File: config.mk
export PLATFORM = sky130hd
export DESIGN_NAME = neuron_mac
export DESIGN_NICKNAME = d
export VERILOG_FILES = /design/src/rtl/neuron_mac.sv
export SDC_FILE = /design/constraint.sdc
export NUM_CORES = 1
export LEC_CHECK = 0
export CAP_MARGIN = 20
export CORE_MARGIN = 3
export CORE_UTILIZATION = 45
export DETAILED_ROUTE_END_ITERATION = 6
export DONT_BUFFER_PORTS = 1
export PLACE_DENSITY = 0.6
export SYNTH_ARGS = -nofsm -noshare
export SYNTH_HDL_FRONTEND = slang
export SYNTH_SLANG_ARGS = --single-unit
File: constraint.sdc
create_clock -name clk -period 13.4 [get_ports clk]
set_input_delay 1.34 -clock clk [delete_from_list [all_inputs] [get_ports clk]]
set_output_delay 1.34 -clock clk [all_outputs]
set_load 0.05 [all_outputs]
File: src/rtl/neuron_mac.sv
// Signed fixed-point multiply-accumulate neuron stage feeding the ReLU stage.
// Optional build macro NEURON_MAC_SAT_EN clips the rounded result to D_WIDTH and raises sat.
module neuron_mac #(
  parameter int D_WIDTH   = 16,
  parameter int FRAC_BITS = 8,
  parameter int ACC_WIDTH = 40
) (
  input  logic                      clk,
  input  logic                      rst,
  input  logic                      start,
  input  logic signed [D_WIDTH-1:0] bias_in,
  input  logic                      in_valid,
  output logic                      in_ready,
  input  logic                      in_last,
  input  logic signed [D_WIDTH-1:0] data_in,
  input  logic signed [D_WIDTH-1:0] weight_in,
  output logic                      out_valid,
  input  logic                      out_ready,
  output logic signed [D_WIDTH-1:0] data_out,
  output logic                      sat,
  output logic                      busy
);

  typedef enum logic [1:0] {IDLE, ACC, ROUND, OUT} state_t;

  localparam logic signed [ACC_WIDTH-1:0] R_MAX =
    {{(ACC_WIDTH-D_WIDTH+1){1'b0}}, {(D_WIDTH-1){1'b1}}};
  localparam logic signed [ACC_WIDTH-1:0] R_MIN =
    {{(ACC_WIDTH-D_WIDTH+1){1'b1}}, {(D_WIDTH-1){1'b0}}};
  localparam logic signed [ACC_WIDTH-1:0] HALF_LSB =
    {{(ACC_WIDTH-1){1'b0}}, 1'b1} <<< (FRAC_BITS-1);

  state_t                        state, state_nxt;
  logic signed [ACC_WIDTH-1:0]   acc;
  logic signed [2*D_WIDTH-1:0]   prod;
  logic signed [ACC_WIDTH-1:0]   prod_ext;
  logic signed [ACC_WIDTH-1:0]   bias_ext;
  logic signed [ACC_WIDTH-1:0]   rounded;
  logic        [D_WIDTH:0]       narrowed;

  // Round half toward +inf, then drop the fractional bits arithmetically.
  function automatic logic signed [ACC_WIDTH-1:0] round_half_up(
    input logic signed [ACC_WIDTH-1:0] a
  );
    logic signed [ACC_WIDTH-1:0] t;
    t = a + HALF_LSB;
    return t >>> FRAC_BITS;
  endfunction

  // Returns {sat_flag, value} for the rounded accumulator.
  function automatic logic [D_WIDTH:0] narrow(input logic signed [ACC_WIDTH-1:0] r);
`ifdef NEURON_MAC_SAT_EN
    if (r > R_MAX)      return {1'b1, R_MAX[D_WIDTH-1:0]};
    else if (r < R_MIN) return {1'b1, R_MIN[D_WIDTH-1:0]};
    else                return {1'b0, r[D_WIDTH-1:0]};
`else
    return {1'b0, r[D_WIDTH-1:0]};
`endif
  endfunction

  assign prod     = data_in * weight_in;
  assign prod_ext = {{(ACC_WIDTH-2*D_WIDTH){prod[2*D_WIDTH-1]}}, prod};
  assign bias_ext = {{(ACC_WIDTH-D_WIDTH){bias_in[D_WIDTH-1]}}, bias_in} <<< FRAC_BITS;
  assign rounded  = round_half_up(acc);
  assign narrowed = narrow(rounded);

  assign in_ready = (state == ACC);
  assign busy     = (state != IDLE);

  always_comb begin
    state_nxt = state;
    case (state)
      IDLE:    if (start)               state_nxt = ACC;
      ACC:     if (in_valid && in_last) state_nxt = ROUND;
      ROUND:                            state_nxt = OUT;
      OUT:     if (out_ready)           state_nxt = IDLE;
      default:                          state_nxt = IDLE;
    endcase
  end

  always_ff @(posedge clk or negedge rst) begin
    if (!rst) begin
      state     <= IDLE;
      acc       <= '0;
      data_out  <= '0;
      sat       <= 1'b0;
      out_valid <= 1'b0;
    end else begin
      state <= state_nxt;
      case (state)
        IDLE:  if (start) acc <= bias_ext;
        ACC:   if (in_valid) acc <= acc + prod_ext;
        // Result registers are written once per neuron and held through OUT.
        ROUND: begin
          data_out  <= narrowed[D_WIDTH-1:0];
          sat       <= narrowed[D_WIDTH];
          out_valid <= 1'b1;
        end
        OUT:   if (out_ready) out_valid <= 1'b0;
        default: ;
      endcase
    end
  end

endmodule

==> flow_summary_export.csv, run 1 <==
group,metric,value,unit
timing,fmax,150.2,MHz
timing,relSlewSlack,0.3246,
worst_setup_path,crit_start,"weight_in[6]",
timing,setup_tns,0,ps
run,drv_cap,0,
min_path,holdCritStartpoint,"acc[0]",
synthesis,yosysTopAreaCellShare,0.3929,
min_path,min_path_type,"reg2reg",
worst_setup_path,crit_top_cell,"fa_1",
floorplanning,pin_count,74,
floorplanning,rows,55,
synthesis,synthTopCellsByArea,"fa_1 39%, inv_1 11%, ha_1 10%",
synthesis,syn_avg_cell_area,8.858,µm²
place,gp_congestion,0.8340,
final_layout,drive_gt1_frac,0.01717,
global_routing,grt_pass1_wl,41.79,mm
worst_setup_path,crit_required,13580,ps
detailed_routing,wire_per_inst,16.14,µm
detailed_routing,drt-initial-drc-count,307,
synthesis,yosysWarnings,0,
floorplanning,die_height,159.8,µm
floorplanning,coreArea,22920,µm²
place,dp_cells,1470,
detailed_routing,antenna_left,0,
final_layout,stdcell_count,1478,
worst_setup_path,cp_slowest_cell,"fa_1",
final_layout,area_growth,3.866,%
detailed_routing,vias_per_cell,4.901,
synthesis,synth_cell_type_count,50,
timing,rsz0062_at_grt,"no",
min_path,holdPathStages,1,
global_routing,grt_overflow,0,
timing,worst_pin_slew,1013,ps
cts,cts_root_buf,"clkbuf_16",
floorplanning,die_x,159.8,µm
synthesis,yosysSeqAreaShare,0.1011,
synthesis,yosys-top-cells-count,"321 x inv_1, 209 x fa_1, 128 x and2_1",
synthesis,synth.most_common_cell,"inv_1",
cts,cts_buffer_depth,2,
global_routing,grt_util_all_layers,0.2011,
worst_setup_path,worstPathCellList,"and2_1, fa_1, inv_1, fa_1, fa_1, inv_1, fa_1, fa_1, inv_1, fa_1, inv_1, ha_1, a21oi_1, a21boi_1, a211oi_4, o21ai_2, a211oi_2, o21bai_1, xor2_1, a221o_1",
global_routing,antenna_found_initial,0,
cts,cts_max_level,2,
worst_setup_path,critical_path.max_stage_delay,560,ps
synthesis,synth-edff-count,0,
worst_setup_path,arrival,6830,ps
worst_setup_path,crit_fanout,16,
timing,slew_violations,0,
worst_setup_path,startpoint_type,"input port",
run_status,outcome,"completed",
detailed_routing,num_vias,7243,
cts,cts_repair_resize_count,0,
worst_setup_path,rr_worst_depth,18,
detailed_routing,routed_wl,23.86,mm
timing,min_period_over_period,0.4968,
floorplanning,die_area,25540,µm²
final_layout,diodes,0,
cts,cts_tree,"done",
floorplanning,start_util,0.4646,
place,numPortBuffers,0,
synthesis,async_reset_ff_frac,1.000,
global_routing,grt_pass1_vias,7817,
synthesis,syn_nets,1552,
final_layout,nNetsFinal,1514,
synthesis,syn-cell-area,10650,µm²
timing,setup_violations,0,
cts,clk_pin_slew_worst_paths,60,ps
worst_setup_path,critical_path.reg2reg.startpoint,"acc[9]",
synthesis,synth_seq_cells,43,
global_routing,grt_max_degree,44,
synthesis,synthCells,1202,
place,place_hpwl,20.29,mm
timing,period_needed,6657,ps
cts,cts_sinks,43,
cts,postCtsSetupRepairBufs,0,
detailed_routing,drc,0,
worst_setup_path,path_class,"in2reg",
cts,cts-buffers-inserted,5,
synthesis,synth-main-ff-cell,"dfrtp_1",
worst_setup_path,endpoint_kind,"flop",
cts,worst_skew_pair.late_latency,290,ps
timing,finClkSkew,3.493,ps
timing,finalHoldViolations,0,
cts,hold_buffers,0,
detailed_routing,first_pass_iters,4,
synthesis,synth_top_area_cell,"fa_1",
final timing paths:
check / to / slack [ps]
min in group asynchronous: acc[20] / 740
hold / removal: acc[0] / 520
max in group asynchronous: acc[8] / 12570
setup reg to reg: acc[22] / 7970
setup / recovery: acc[22] / 6740
hold reg to reg: acc[0] / 520
logic make-up (layout without fill, tap and decap cells):
kind of cell	after synthesis	after routing	share of synthesized area
flops	43	43	0.1011
compound gates	120	120	0.07580
mux	3	3	0.002938
simple gates	315	315	0.1485
buf+inv	368	331	0.1301
other cells	1	1	0.0003522
fa+ha+maj	296	296	0.4952
xor+xnor	56	56	0.04606
routing by layer:
layer,GRT usage,share of wire,up-vias
met1,0.3196,0.51,3598
met5,0,0,-
met3,0.04021,0.071,12
met4,0.02525,0.0063,0
met2,0.2919,0.41,179
li1,-,-,3454
placed cells by master (no fill, tap or decap), types with 3 or more instances in the layout:
cell,count
nand4_1,5
nor2_1,37
xor2_1,18
a21oi_1,42
and3_1,6
nor3_1,3
nand2b_1,5
dfrtp_1,43
clkbuf_16,5
o21bai_1,3
o21ai_0,20
inv_1,321
or2_2,4
ha_1,87
fa_1,209
o211ai_1,4
o21a_1,5
a21o_1,13
a211oi_1,3
o21ai_1,3
a22o_1,8
nand2_1,113
and2_1,128
nand3_1,11
xnor2_1,38
through the flow:
stage	setup slack [ps]	area (µm²)	util	hold WS, ps
2_1_floorplan	6469	10650	-	449.8
3_3_place_gp	6510	10870	0.4744	501.9
3_5_place_dp	6481	10870	0.4744	508.5
4_1_cts	6746	11060	0.4826	526.4
5_1_grt	6384	11060	0.4826	556.5
6_report	6743	11060	0.4826	523.4
state kept, by name, summed over array words and instances, names as in the netlist:
register,count
state,2
acc,24
out_valid,1
data_out,16
layout make-up:
cell class / instances / area (µm²)
multi-input combinational: 791 / 8187
sequential: 43 / 1076
inverter: 322 / 1209
clock buffer: 6 / 128.9
timing repair buffer: 1 / 7.507
tap: 313 / 391.6
clock inverter: 2 / 60.06
fill: 2215 / 11860
worst max-delay path: cells and delay by family:
kind                     cells  cell delay, ps
XOR/XNOR                     1             150
AO/OA/AOI/OAI                7            1470
adder cells (fa/ha/maj)      7            3510
buffers and inverters        4             200
AND/OR/NAND/NOR              1             150
Power of run 1 is left out: the tool's default activity adds up to more than one toggle a clock period on the data nets, which glitch-free logic cannot reach.
==> run 2: changes to the inputs <==
PLACE_DENSITY = 0.62   (was 0.6)
clock period = 5.3 ns   (was 13.4 ns; I/O delays follow)
==> run 2 against run 1 <==
  * The flow now finishes with violations (setup timing)
  * Register-to-register slack lost 7700 ps
  * Wire length shrank 0.98%
  * Via count grew 3.4%
  * First-iteration DRC count shrank 2.3%
  * Clock-buffer cell count is the same
  * Die area is the same
  * Cell area grew 6.4%
  * Non-clock buffer count grew 51
  * Clock skew shrank 1.3 ps
  * Critical path depth shrank 1
  * Sequential share of layout area shrank 0.58 points
  * Global-route usage shrank 0.18 points
  * Critical endpoint is now acc[21]
==> flow_summary_export.csv, run 2 (synthesis results as in run 1) <==
group,metric,value,unit
floorplanning,die_height,159.8,µm
floorplanning,coreArea,22920,µm²
cts,cts_root_buf,"clkbuf_16",
timing,fmax,186.0,MHz
timing,setup_violations,3,
final_layout,drive_gt1_frac,0.1201,
floorplanning,pin_count,74,
timing,slew_violations,0,
detailed_routing,vias_per_cell,4.896,
global_routing,grt_pass1_wl,41.99,mm
place,numPortBuffers,0,
global_routing,grt_util_all_layers,0.1993,
final_layout,final_common_cell,"inv_1",
run,drv_cap,0,
detailed_routing,antenna_left,0,
detailed_routing,first_pass_iters,4,
cts,cts_sinks,43,
floorplanning,die_x,159.8,µm
cts,clk_pin_slew_worst_paths,60,ps
detailed_routing,drc,0,
timing,finalHoldViolations,0,
place,place_ws,-424.9,ps
final_layout,area_growth,10.48,%
worst_setup_path,path_delay_family,"adder cells",
timing,min_period_over_period,1.014,
place,gp_congestion,0.8401,
floorplanning,start_util,0.4646,
global_routing,grt_pass1_vias,8176,
worst_setup_path,worstPathBufferInverterCount,4,
timing,finClkSkew,2.206,ps
cts,cts_max_level,2,
timing,relSlewSlack,0.3984,
floorplanning,die_area,25540,µm²
detailed_routing,drt-initial-drc-count,300,
timing,setup_tns,-178.9,ps
worst_setup_path,startpoint_type,"input port",
run_status,failed_checks,"setup timing",
run_status,outcome,"complete, but fails checks",
worst_setup_path,cp_slowest_cell,"fa_1",
global_routing,antenna_found_initial,0,
detailed_routing,routed_wl,23.63,mm
final_layout,reg.largest.list,"acc (24), data_out (16), state (2)",
cts,cts_tree,"done",
worst_setup_path,path_class,"in2reg",
final_layout,fill_cells,2118,
worst_setup_path,endpoint_kind,"flop",
worst_setup_path,crit_required,5480,ps
final_layout,regMostFlops,"acc",
cts,worst_skew_pair.late_latency,280,ps
floorplanning,rows,55,
timing,period_needed,5376,ps
final_layout,nNetsFinal,1565,
global_routing,grt_overflow,0,
cts,cts-buffers-inserted,5,
detailed_routing,wire_per_inst,15.45,µm
global_routing,grt_max_degree,44,
timing,finalWorstSetupSlack,-75.52,ps
worst_setup_path,arrival,5550,ps
final_layout,layout_common_cells,"301 x inv_1, 205 x fa_1, 117 x and2_1",
cts,cts_buffer_depth,2,
timing,rsz0062_at_grt,"yes",
worst_setup_path,critical_path.max_stage_delay,550,ps
final_layout,diodes,0,
worst_setup_path,worstPathCellList,"and2_4, fa_1, inv_1, fa_1, fa_1, inv_2, fa_1, fa_1, inv_2, fa_1, inv_2, ha_4, a21o_1, a21oi_4, o2111ai_4, a2111oi_4, o21a_1, o21ai_1, a22o_1",
place,place_hpwl,20.48,mm
worst_setup_path,crit_fanout,14,
worst_setup_path,crit_top_cell,"fa_1",
final_layout,largest_reg_flops,24,
min_path,min_path_type,"in2async",
detailed_routing,num_vias,7486,
timing,worst_pin_slew,899.1,ps
## run 2: path summary, 6_finish.rpt
path,start,cells after the start,slack (ps),endpoint
min in group clk,bias_in[8],2,390,acc[16]
worst max-delay path,data_in[10],19,-80,acc[21]
worst max register to register,acc[15],17,290,acc[21]
max in group asynchronous,rst,1,5010,acc[9]
worst min-delay path,rst,1,90,data_out[15]
worst min register to register,acc[3],1,550,acc[3]
## run 2: timing repair
action | 4_1_cts | 5_1_grt
setup endpoints to repair | 7 | 13
hold endpoints to repair | 43 | 0
cloned | 0 | 0
resized for setup | 6 | 42
pin swaps | 24 | 48
buffers inserted | 0 | 2
hold buffers | 1 | 0
## run 2: cell type report
class                           count  area, µm²  share of cell area
Tap cell                          313      391.6             0.03329
Clock buffer                        6      128.9             0.01096
Multi-Input combinational cell    791       8522              0.7244
Clock inverter                      2      12.51            0.001064
Sequential cell                    43       1076             0.09147
Timing Repair Buffer               52      424.2             0.03606
Inverter                          322       1209              0.1027
## run 2: metrics by stage
stage          cells  hold WS [ps]  utilization  instance area [µm²]
4_1_cts         1526         94.35       0.5051                11570
3_3_place_gp    1517         235.5       0.4969                11390
5_1_grt         1529         97.36       0.5134                11760
6_report        1529         87.66       0.5134                11760
3_5_place_dp    1517         235.4       0.4969                11390
2_1_floorplan   1202         234.4            -                10940
## run 2: layer usage
| layer | wire, µm | GRT usage | vias up |
|---|---|---|---|
| met2 | 10420 | 0.3053 | 148 |
| met5 | 0 | 0 | - |
| met1 | 11610 | 0.3028 | 3757 |
| li1 | - | - | 3560 |
| met4 | 266 | 0.03274 | 0 |
| met3 | 1330 | 0.03502 | 21 |
Power of run 2 is left out for the same reason.
==> run 3: changes to the inputs <==
ABC_CLOCK_PERIOD_IN_PS = 5300   (was not set)
==> results of run 3 <==
Final layout, timing and power as in run 2 (identical DEF).
Power of run 3 is left out for the same reason.
